`src/rtl/reg_file_scoreboard_pkg.sv`:
```
// Shared defaults and helpers for the 1W/2R register file with busy scoreboard.
package reg_file_scoreboard_pkg;

    localparam int unsigned DEF_DATA_W = 16;
    localparam int unsigned DEF_ADDR_W = 4;
    localparam int unsigned REG_ZERO   = 0;

    // True when addr selects the hardwired-zero register and that feature is on.
    function automatic bit is_zero_reg(input int unsigned addr, input bit zero_r0);
        return zero_r0 && (addr == REG_ZERO);
    endfunction

endpackage

```
`src/rtl/reg_file_scoreboard_if.sv`:
```
// Decode/writeback bus of the register file: stall, write, two reads, issue, busy.
interface reg_file_scoreboard_if #(
    parameter int unsigned DATA_W = 16,
    parameter int unsigned ADDR_W = 4
);
    localparam int unsigned NREG = 2 ** ADDR_W;

    logic              en;
    logic              wr_en;
    logic [ADDR_W-1:0] wr_addr;
    logic [DATA_W-1:0] wr_data;
    logic [ADDR_W-1:0] a_addr;
    logic [ADDR_W-1:0] b_addr;
    logic [DATA_W-1:0] a_data;
    logic [DATA_W-1:0] b_data;
    logic              a_busy;
    logic              b_busy;
    logic              issue_en;
    logic [ADDR_W-1:0] issue_addr;
    logic [NREG-1:0]   busy_vec;

    modport master (
        output en, wr_en, wr_addr, wr_data, a_addr, b_addr, issue_en, issue_addr,
        input  a_data, b_data, a_busy, b_busy, busy_vec
    );

    modport slave (
        input  en, wr_en, wr_addr, wr_data, a_addr, b_addr, issue_en, issue_addr,
        output a_data, b_data, a_busy, b_busy, busy_vec
    );

endinterface

```
`src/rtl/reg_file_scoreboard_sb.sv`:
```
// Per-register busy bits: write clears, issue sets (issue wins on same address).
module rf_scoreboard
    import reg_file_scoreboard_pkg::*;
#(
    parameter int unsigned ADDR_W  = DEF_ADDR_W,
    parameter bit          ZERO_R0 = 1'b1
) (
    input  logic                 clk,
    input  logic                 rst,
    input  logic                 i_en,
    input  logic                 i_wr_en,
    input  logic [ADDR_W-1:0]    i_wr_addr,
    input  logic                 i_issue_en,
    input  logic [ADDR_W-1:0]    i_issue_addr,
    output logic [2**ADDR_W-1:0] o_busy,
    output logic [2**ADDR_W-1:0] o_busy_next
);
    localparam int unsigned NREG = 2 ** ADDR_W;

    logic [NREG-1:0] r_busy;
    logic [NREG-1:0] w_busy_next;

    always_comb begin
        w_busy_next = r_busy;
        if (i_wr_en)
            w_busy_next[i_wr_addr] = 1'b0;
        if (i_issue_en)
            w_busy_next[i_issue_addr] = 1'b1;
        if (ZERO_R0)
            w_busy_next[REG_ZERO] = 1'b0;
    end

    always_ff @(posedge clk) begin
        if (rst)
            r_busy <= '0;
        else if (i_en)
            r_busy <= w_busy_next;
    end

    assign o_busy      = r_busy;
    assign o_busy_next = w_busy_next;

endmodule

```
`src/rtl/reg_file_scoreboard.sv`:
```
// 1-write/2-read register file with write-to-read bypass, optional zero R0, stall and busy scoreboard.
module reg_file_scoreboard
    import reg_file_scoreboard_pkg::*;
#(
    parameter int unsigned DATA_W  = DEF_DATA_W,
    parameter int unsigned ADDR_W  = DEF_ADDR_W,
    parameter bit          ZERO_R0 = 1'b1,
    parameter bit          BYPASS  = 1'b1
) (
    input logic                  clk,
    input logic                  rst,
    reg_file_scoreboard_if.slave bus
);
    localparam int unsigned NREG = 2 ** ADDR_W;

    logic [DATA_W-1:0] r_regs [NREG];
    logic [DATA_W-1:0] r_a_data;
    logic [DATA_W-1:0] r_b_data;
    logic              r_a_busy;
    logic              r_b_busy;

    logic [NREG-1:0]   w_busy;
    logic [NREG-1:0]   w_busy_next;
    logic              w_wr_do;
    logic [DATA_W-1:0] w_a_rd;
    logic [DATA_W-1:0] w_b_rd;

    rf_scoreboard #(
        .ADDR_W  (ADDR_W),
        .ZERO_R0 (ZERO_R0)
    ) u_sb (
        .clk          (clk),
        .rst          (rst),
        .i_en         (bus.en),
        .i_wr_en      (bus.wr_en),
        .i_wr_addr    (bus.wr_addr),
        .i_issue_en   (bus.issue_en),
        .i_issue_addr (bus.issue_addr),
        .o_busy       (w_busy),
        .o_busy_next  (w_busy_next)
    );

    assign w_wr_do = bus.wr_en && !is_zero_reg(32'(bus.wr_addr), ZERO_R0);

    // Zero-register override is applied last so it beats the bypass path.
    always_comb begin
        w_a_rd = r_regs[bus.a_addr];
        w_b_rd = r_regs[bus.b_addr];
        if (BYPASS && w_wr_do && (bus.wr_addr == bus.a_addr))
            w_a_rd = bus.wr_data;
        if (BYPASS && w_wr_do && (bus.wr_addr == bus.b_addr))
            w_b_rd = bus.wr_data;
        if (is_zero_reg(32'(bus.a_addr), ZERO_R0))
            w_a_rd = '0;
        if (is_zero_reg(32'(bus.b_addr), ZERO_R0))
            w_b_rd = '0;
    end

    always_ff @(posedge clk) begin
        if (rst) begin
            for (int unsigned i = 0; i < NREG; i++)
                r_regs[i] <= '0;
            r_a_data <= '0;
            r_b_data <= '0;
            r_a_busy <= 1'b0;
            r_b_busy <= 1'b0;
        end else if (bus.en) begin
            if (w_wr_do)
                r_regs[bus.wr_addr] <= bus.wr_data;
            r_a_data <= w_a_rd;
            r_b_data <= w_b_rd;
            r_a_busy <= w_busy_next[bus.a_addr];
            r_b_busy <= w_busy_next[bus.b_addr];
        end
    end

    assign bus.a_data   = r_a_data;
    assign bus.b_data   = r_b_data;
    assign bus.a_busy   = r_a_busy;
    assign bus.b_busy   = r_b_busy;
    assign bus.busy_vec = w_busy;

endmodule
```
`src/flat_wrapper.sv`:
```
// flat-port wrapper written by rule: the top's interface ports become plain ports
module reg_file_scoreboard_flat import reg_file_scoreboard_pkg::*;
#(
    parameter int unsigned DATA_W  = DEF_DATA_W,
    parameter int unsigned ADDR_W  = DEF_ADDR_W,
    parameter bit          ZERO_R0 = 1'b1,
    parameter bit          BYPASS  = 1'b1
)
  (clk, rst, bus_en, bus_wr_en, bus_wr_addr, bus_wr_data, bus_a_addr, bus_b_addr, bus_issue_en, bus_issue_addr, bus_a_data, bus_b_data, bus_a_busy, bus_b_busy, bus_busy_vec);
  reg_file_scoreboard_if #(.DATA_W(DATA_W), .ADDR_W(ADDR_W)) bus_i ();
  input logic clk;
  input logic rst;
  input wire logic [$bits(bus_i.en)-1:0] bus_en;
  input wire logic [$bits(bus_i.wr_en)-1:0] bus_wr_en;
  input wire logic [$bits(bus_i.wr_addr)-1:0] bus_wr_addr;
  input wire logic [$bits(bus_i.wr_data)-1:0] bus_wr_data;
  input wire logic [$bits(bus_i.a_addr)-1:0] bus_a_addr;
  input wire logic [$bits(bus_i.b_addr)-1:0] bus_b_addr;
  input wire logic [$bits(bus_i.issue_en)-1:0] bus_issue_en;
  input wire logic [$bits(bus_i.issue_addr)-1:0] bus_issue_addr;
  output wire logic [$bits(bus_i.a_data)-1:0] bus_a_data;
  output wire logic [$bits(bus_i.b_data)-1:0] bus_b_data;
  output wire logic [$bits(bus_i.a_busy)-1:0] bus_a_busy;
  output wire logic [$bits(bus_i.b_busy)-1:0] bus_b_busy;
  output wire logic [$bits(bus_i.busy_vec)-1:0] bus_busy_vec;
  assign bus_i.en = bus_en;
  assign bus_i.wr_en = bus_wr_en;
  assign bus_i.wr_addr = bus_wr_addr;
  assign bus_i.wr_data = bus_wr_data;
  assign bus_i.a_addr = bus_a_addr;
  assign bus_i.b_addr = bus_b_addr;
  assign bus_i.issue_en = bus_issue_en;
  assign bus_i.issue_addr = bus_issue_addr;
  assign bus_a_data = bus_i.a_data;
  assign bus_b_data = bus_i.b_data;
  assign bus_a_busy = bus_i.a_busy;
  assign bus_b_busy = bus_i.b_busy;
  assign bus_busy_vec = bus_i.busy_vec;
  reg_file_scoreboard #(.DATA_W(DATA_W), .ADDR_W(ADDR_W), .ZERO_R0(ZERO_R0), .BYPASS(BYPASS)) u_core (.clk(clk), .rst(rst), .bus(bus_i));
endmodule
```
`config.mk`:
```
export PLATFORM = sky130hd
export DESIGN_NAME = reg_file_scoreboard_flat
export DESIGN_NICKNAME = d
export VERILOG_FILES = /design/src/rtl/reg_file_scoreboard_pkg.sv /design/src/rtl/reg_file_scoreboard_if.sv /design/src/rtl/reg_file_scoreboard_sb.sv /design/src/rtl/reg_file_scoreboard.sv /design/src/flat_wrapper.sv
export SDC_FILE = /design/constraint.sdc
export NUM_CORES = 1
export LEC_CHECK = 0
export ABC_AREA = 1
export CAP_MARGIN = 20
export CORE_ASPECT_RATIO = 0.9
export CORE_MARGIN = 1.5
export CORE_UTILIZATION = 30
export DETAILED_ROUTE_END_ITERATION = 10
export GPL_TIMING_DRIVEN = 0
export MAX_ROUTING_LAYER = met4
export SETUP_SLACK_MARGIN = 0.15
export SKIP_CTS_REPAIR_TIMING = 1
export SLEW_MARGIN = 20
export SYNTH_ARGS = -nofsm -noshare
export SYNTH_HDL_FRONTEND = slang
export SYNTH_SLANG_ARGS = --single-unit
export TNS_END_PERCENT = 20
```
`constraint.sdc`:
```
create_clock -name clk -period 2.1 [get_ports clk]
set_input_delay 0.315 -clock clk [delete_from_list [all_inputs] [get_ports clk]]
set_output_delay 0.315 -clock clk [all_outputs]
set_load 0.01 [all_outputs]
```
==> impl_metrics.json <==
{
  "holdCritPathClass": "in -> reg",
  "timing.fmax_mhz": 462,
  "dieArea_mm2": 0.0565,
  "holdWs_ps": 116,
  "numCtsBuffers": 35,
  "avgViaCountPerCell": 5.62,
  "p_leak_nw": 7.57,
  "layout-drive-gt1-share_pct": 13.5,
  "slew_violations": 0,
  "setup_violations": 48,
  "syn_area_mm2": 0.0165,
  "r2r-end": "u_core.bus.a_data[13]$_SDFFE_PP0P_",
  "first_pass_iters": 6,
  "slew_headroom_pct": 24.6,
  "synth_top_area_cell": "edfxtp_1",
  "ys.flop_type": "edfxtp_1",
  "antenna_found_initial": 3,
  "switching_share_pct": 29.0,
  "clk_latency_ps": 550,
  "antenna_left": 0,
  "grtUsageTotal_pct": 25.9,
  "synthDistinctLibCells": 35,
  "worst_slew_pin_slew_ps": 1130,
  "slowest_delay_ps": 890,
  "timing.critical_path.slowest_stage_cell": "clkbuf_1",
  "vias": 15711,
  "finalCritPeriodShare_pct": 103,
  "synthArstFlopShare_pct": 0,
  "grt_pass1_vias": 14317,
  "grtUsageMet3_pct": 5.67,
  "pin_count": 87,
  "cp_top_family": "buffers and inverters",
  "drc_errors": 0,
  "hpwlAfterDp_mm": 52.1,
  "portBuffers": 74,
  "worstPathRequired_ps": 2230,
  "power_w": 0.0155,
  "rows": 81,
  "wl_mm": 72.9,
  "synth_edf_count": 256,
  "die_height_um": 226,
  "rr_startpoint": "u_core.r_regs[10][13]$_SDFFCE_PN0P_",
  "clock_power_share_pct": 39.2,
  "place_congestion": 1.03,
  "ctsLongestPathBuffers": 3,
  "min_to": "u_core.u_sb.o_busy[11]$_SDFFE_PP0P_",
  "violations": "negative setup slack",
  "end_kind": "register",
  "crit_arrival_ps": 2290,
  "r2r_setup_slack_ps": 450,
  "cts.sinks": 305,
  "maxCapViolCount": 0,
  "crit_cells": 4,
  "synth_top_area_share_pct": 46.5,
  "clockRootBuffer": "clkbuf_16",
  "synth_warnings": 0,
  "grt-ovfl-total": 0,
  "seqPwrFrac_pct": 45.6,
  "dieWidth_um": 250,
  "fin_area_mm2": 0.0197,
  "status": "finished with violations",
  "synth.ff_latch_count": 305,
  "drt_iter0_drc": 2238,
  "setup_ws_ps": -62.3,
  "finClkSkew_ps": 18.9,
  "reg2reg_depth": 6,
  "grt_pass1_wl_mm": 102,
  "ir_drop_uv": 421,
  "synth_seq_area_share_pct": 52.5,
  "intPower_w": 0.0110,
  "final_core_util_pct": 36.2,
  "hold_start": "rst",
  "cts_tree": "built",
  "nNetsFinal": 2100,
  "combPwrFrac_pct": 15.2,
  "hold_viol": 0,
  "syn2layout_area_growth_pct": 19.2,
  "wire_per_inst_um": 26.1,
  "crit_chain": "buf_6, inv_1, clkbuf_1, nand2_2",
  "cts.clk_slew.worst_paths_ps": 60,
  "path_class": "in -> reg",
  "worstSetupStartpointType": "input port",
  "use_met2_pct": 38.0,
  "p_per_area_mw_per_mm2": 790,
  "start_util_pct": 30.4,
  "p_sw_w": 0.00450,
  "cts_max_level": 2,
  "fin_crit_ps": 2160,
  "synth.area.top_cells": "edfxtp_1, nand2_1, nor2_1",
  "synth.most_common_cell": "nand2_1",
  "core_mm2": 0.0543,
  "syn_avg_cell_area_um2": 8.58,
  "syn_inst": 1925,
  "busiest_layer": "met2",
  "cp.buffers_inverters": 3,
  "dpl-instance-area_mm2": 0.0182,
  "worstPathMaxFanout": 16,
  "grt_max_degree": 17,
  "whs_path_depth": 4,
  "rsz0062_at_grt": "true",
  "met1_usage_pct": 34.6,
  "ys_top_cells_by_count": "nand2_1, nor2_1, edfxtp_1"
}
-- power groups by stage --
stage	Combinational, W	Clock [W]	Sequential (W)
final	0.00236	0.00609	0.00710
after global routing	0.00247	0.00629	0.00713
after CTS	0.00221	0.00606	0.00709
after detailed placement	0.00220	0	0.00722
after global placement	0.00219	0	0.00721
after floorplan	0.00119	0	0.00719
-- worst register-to-register path, cell delays in order (launching register included) --
cell and delay [ps]:
edfxtp_1 380, o21ai_0 180, a21oi_1 70, o211ai_1 380
nand3_1 120, nand2_1 290, a21oi_1 110
-- worst max-delay path by stage --
| stage | to | from | slack [ps] |
|---|---|---|---|
| final | u_core.r_regs[14][7]$_SDFFCE_PN0P_ | rst | -60 |
| after floorplan | u_core.r_regs[11][0]$_SDFFCE_PN0P_ | bus_wr_addr[0] | -5 |
| after global placement | u_core.bus.b_data[3]$_SDFFE_PP0P_ | bus_b_addr[2] | -1460 |
| after global routing | u_core.r_regs[11][15]$_SDFFCE_PN0P_ | rst | -50 |
| after CTS | u_core.bus.b_data[3]$_SDFFE_PP0P_ | bus_b_addr[2] | -850 |
| after detailed placement | u_core.bus.b_data[3]$_SDFFE_PP0P_ | bus_b_addr[2] | -1390 |
-- final cells by class --
| cell class | instances | area (um2) |
|---|---|---|
| Sequential cell | 305 | 8670 |
| Buffer | 147 | 896 |
| Inverter | 157 | 604 |
| Multi-Input combinational cell | 1331 | 6700 |
| Timing Repair Buffer | 86 | 848 |
| Fill cell | 5523 | 34600 |
| Antenna cell | 2 | 5.00 |
| Clock buffer | 49 | 1000 |
| Tap cell | 705 | 882 |
| Clock inverter | 12 | 83.8 |
-- through the flow --
stage,cells,setup WS (ps),setup TNS [ps]
detailed placement,2720,-1390,-168890
CTS,2781,-851,-37420
global route,2794,-46.1,-1350
finish,2794,-62.3,-1790
global placement,2720,-1460,-172450
floorplan,1941,-4.86,-389
-- cells in the final DEF (no fill, tap or decap), types with 4 or more instances in the layout --
| cell type | netlist | final |
|---|---|---|
| clkbuf_2 | 1 | 28 |
| clkbuf_16 | 0 | 37 |
| clkdlybuf4s50_1 | 0 | 71 |
| clkinv_2 | 0 | 4 |
| nand2_2 | 4 | 13 |
| clkinvlp_4 | 0 | 6 |
| o211ai_1 | 70 | 70 |
| nand3_4 | 7 | 7 |
| a22oi_1 | 60 | 60 |
| inv_1 | 152 | 149 |
| clkbuf_1 | 75 | 48 |
| xnor2_1 | 4 | 4 |
| edfxtp_1 | 256 | 256 |
| clkbuf_4 | 0 | 20 |
| buf_6 | 10 | 15 |
| conb_1 | 1 | 17 |
| buf_2 | 42 | 29 |
| nand2_1 | 328 | 311 |
| clkinv_1 | 2 | 6 |
| a21oi_1 | 189 | 187 |
| buf_4 | 11 | 20 |
| nand4_1 | 7 | 7 |
| nand2_4 | 3 | 10 |
| dfxtp_1 | 49 | 49 |
| o21ai_0 | 136 | 136 |
| nand3_1 | 144 | 144 |
| nand3_2 | 5 | 5 |
| nor2_4 | 11 | 16 |
| nor2_1 | 285 | 278 |
| o221ai_1 | 4 | 4 |
| nor2_2 | 53 | 55 |
-- flip-flops by register name, summed over array words and instances (netlist names) --
signal / cells
u_core.bus.a_busy: 1
u_core.bus.a_data: 16
u_core.bus.b_busy: 1
u_core.bus.b_data: 16
u_core.r_regs: 256
u_core.u_sb.o_busy: 15
-- logic make-up after synthesis --
group           after synthesis  synth area share (%)
compound gates              459                  16.0
flops                       305                  52.5
other cells                   1                0.0227
xor+xnor                      6                 0.318
buf+inv                     305                  8.27
simple gates                849                  22.9
-- routing by layer --
layer / vias to the layer above / routed length, um
met5: - / 0
met1: 7591 / 29500
met3: 203 / 9180
li1: 6841 / -
met4: 0 / 2970
met2: 1076 / 31200
Note: power is estimated with default switching activity, not from simulation.
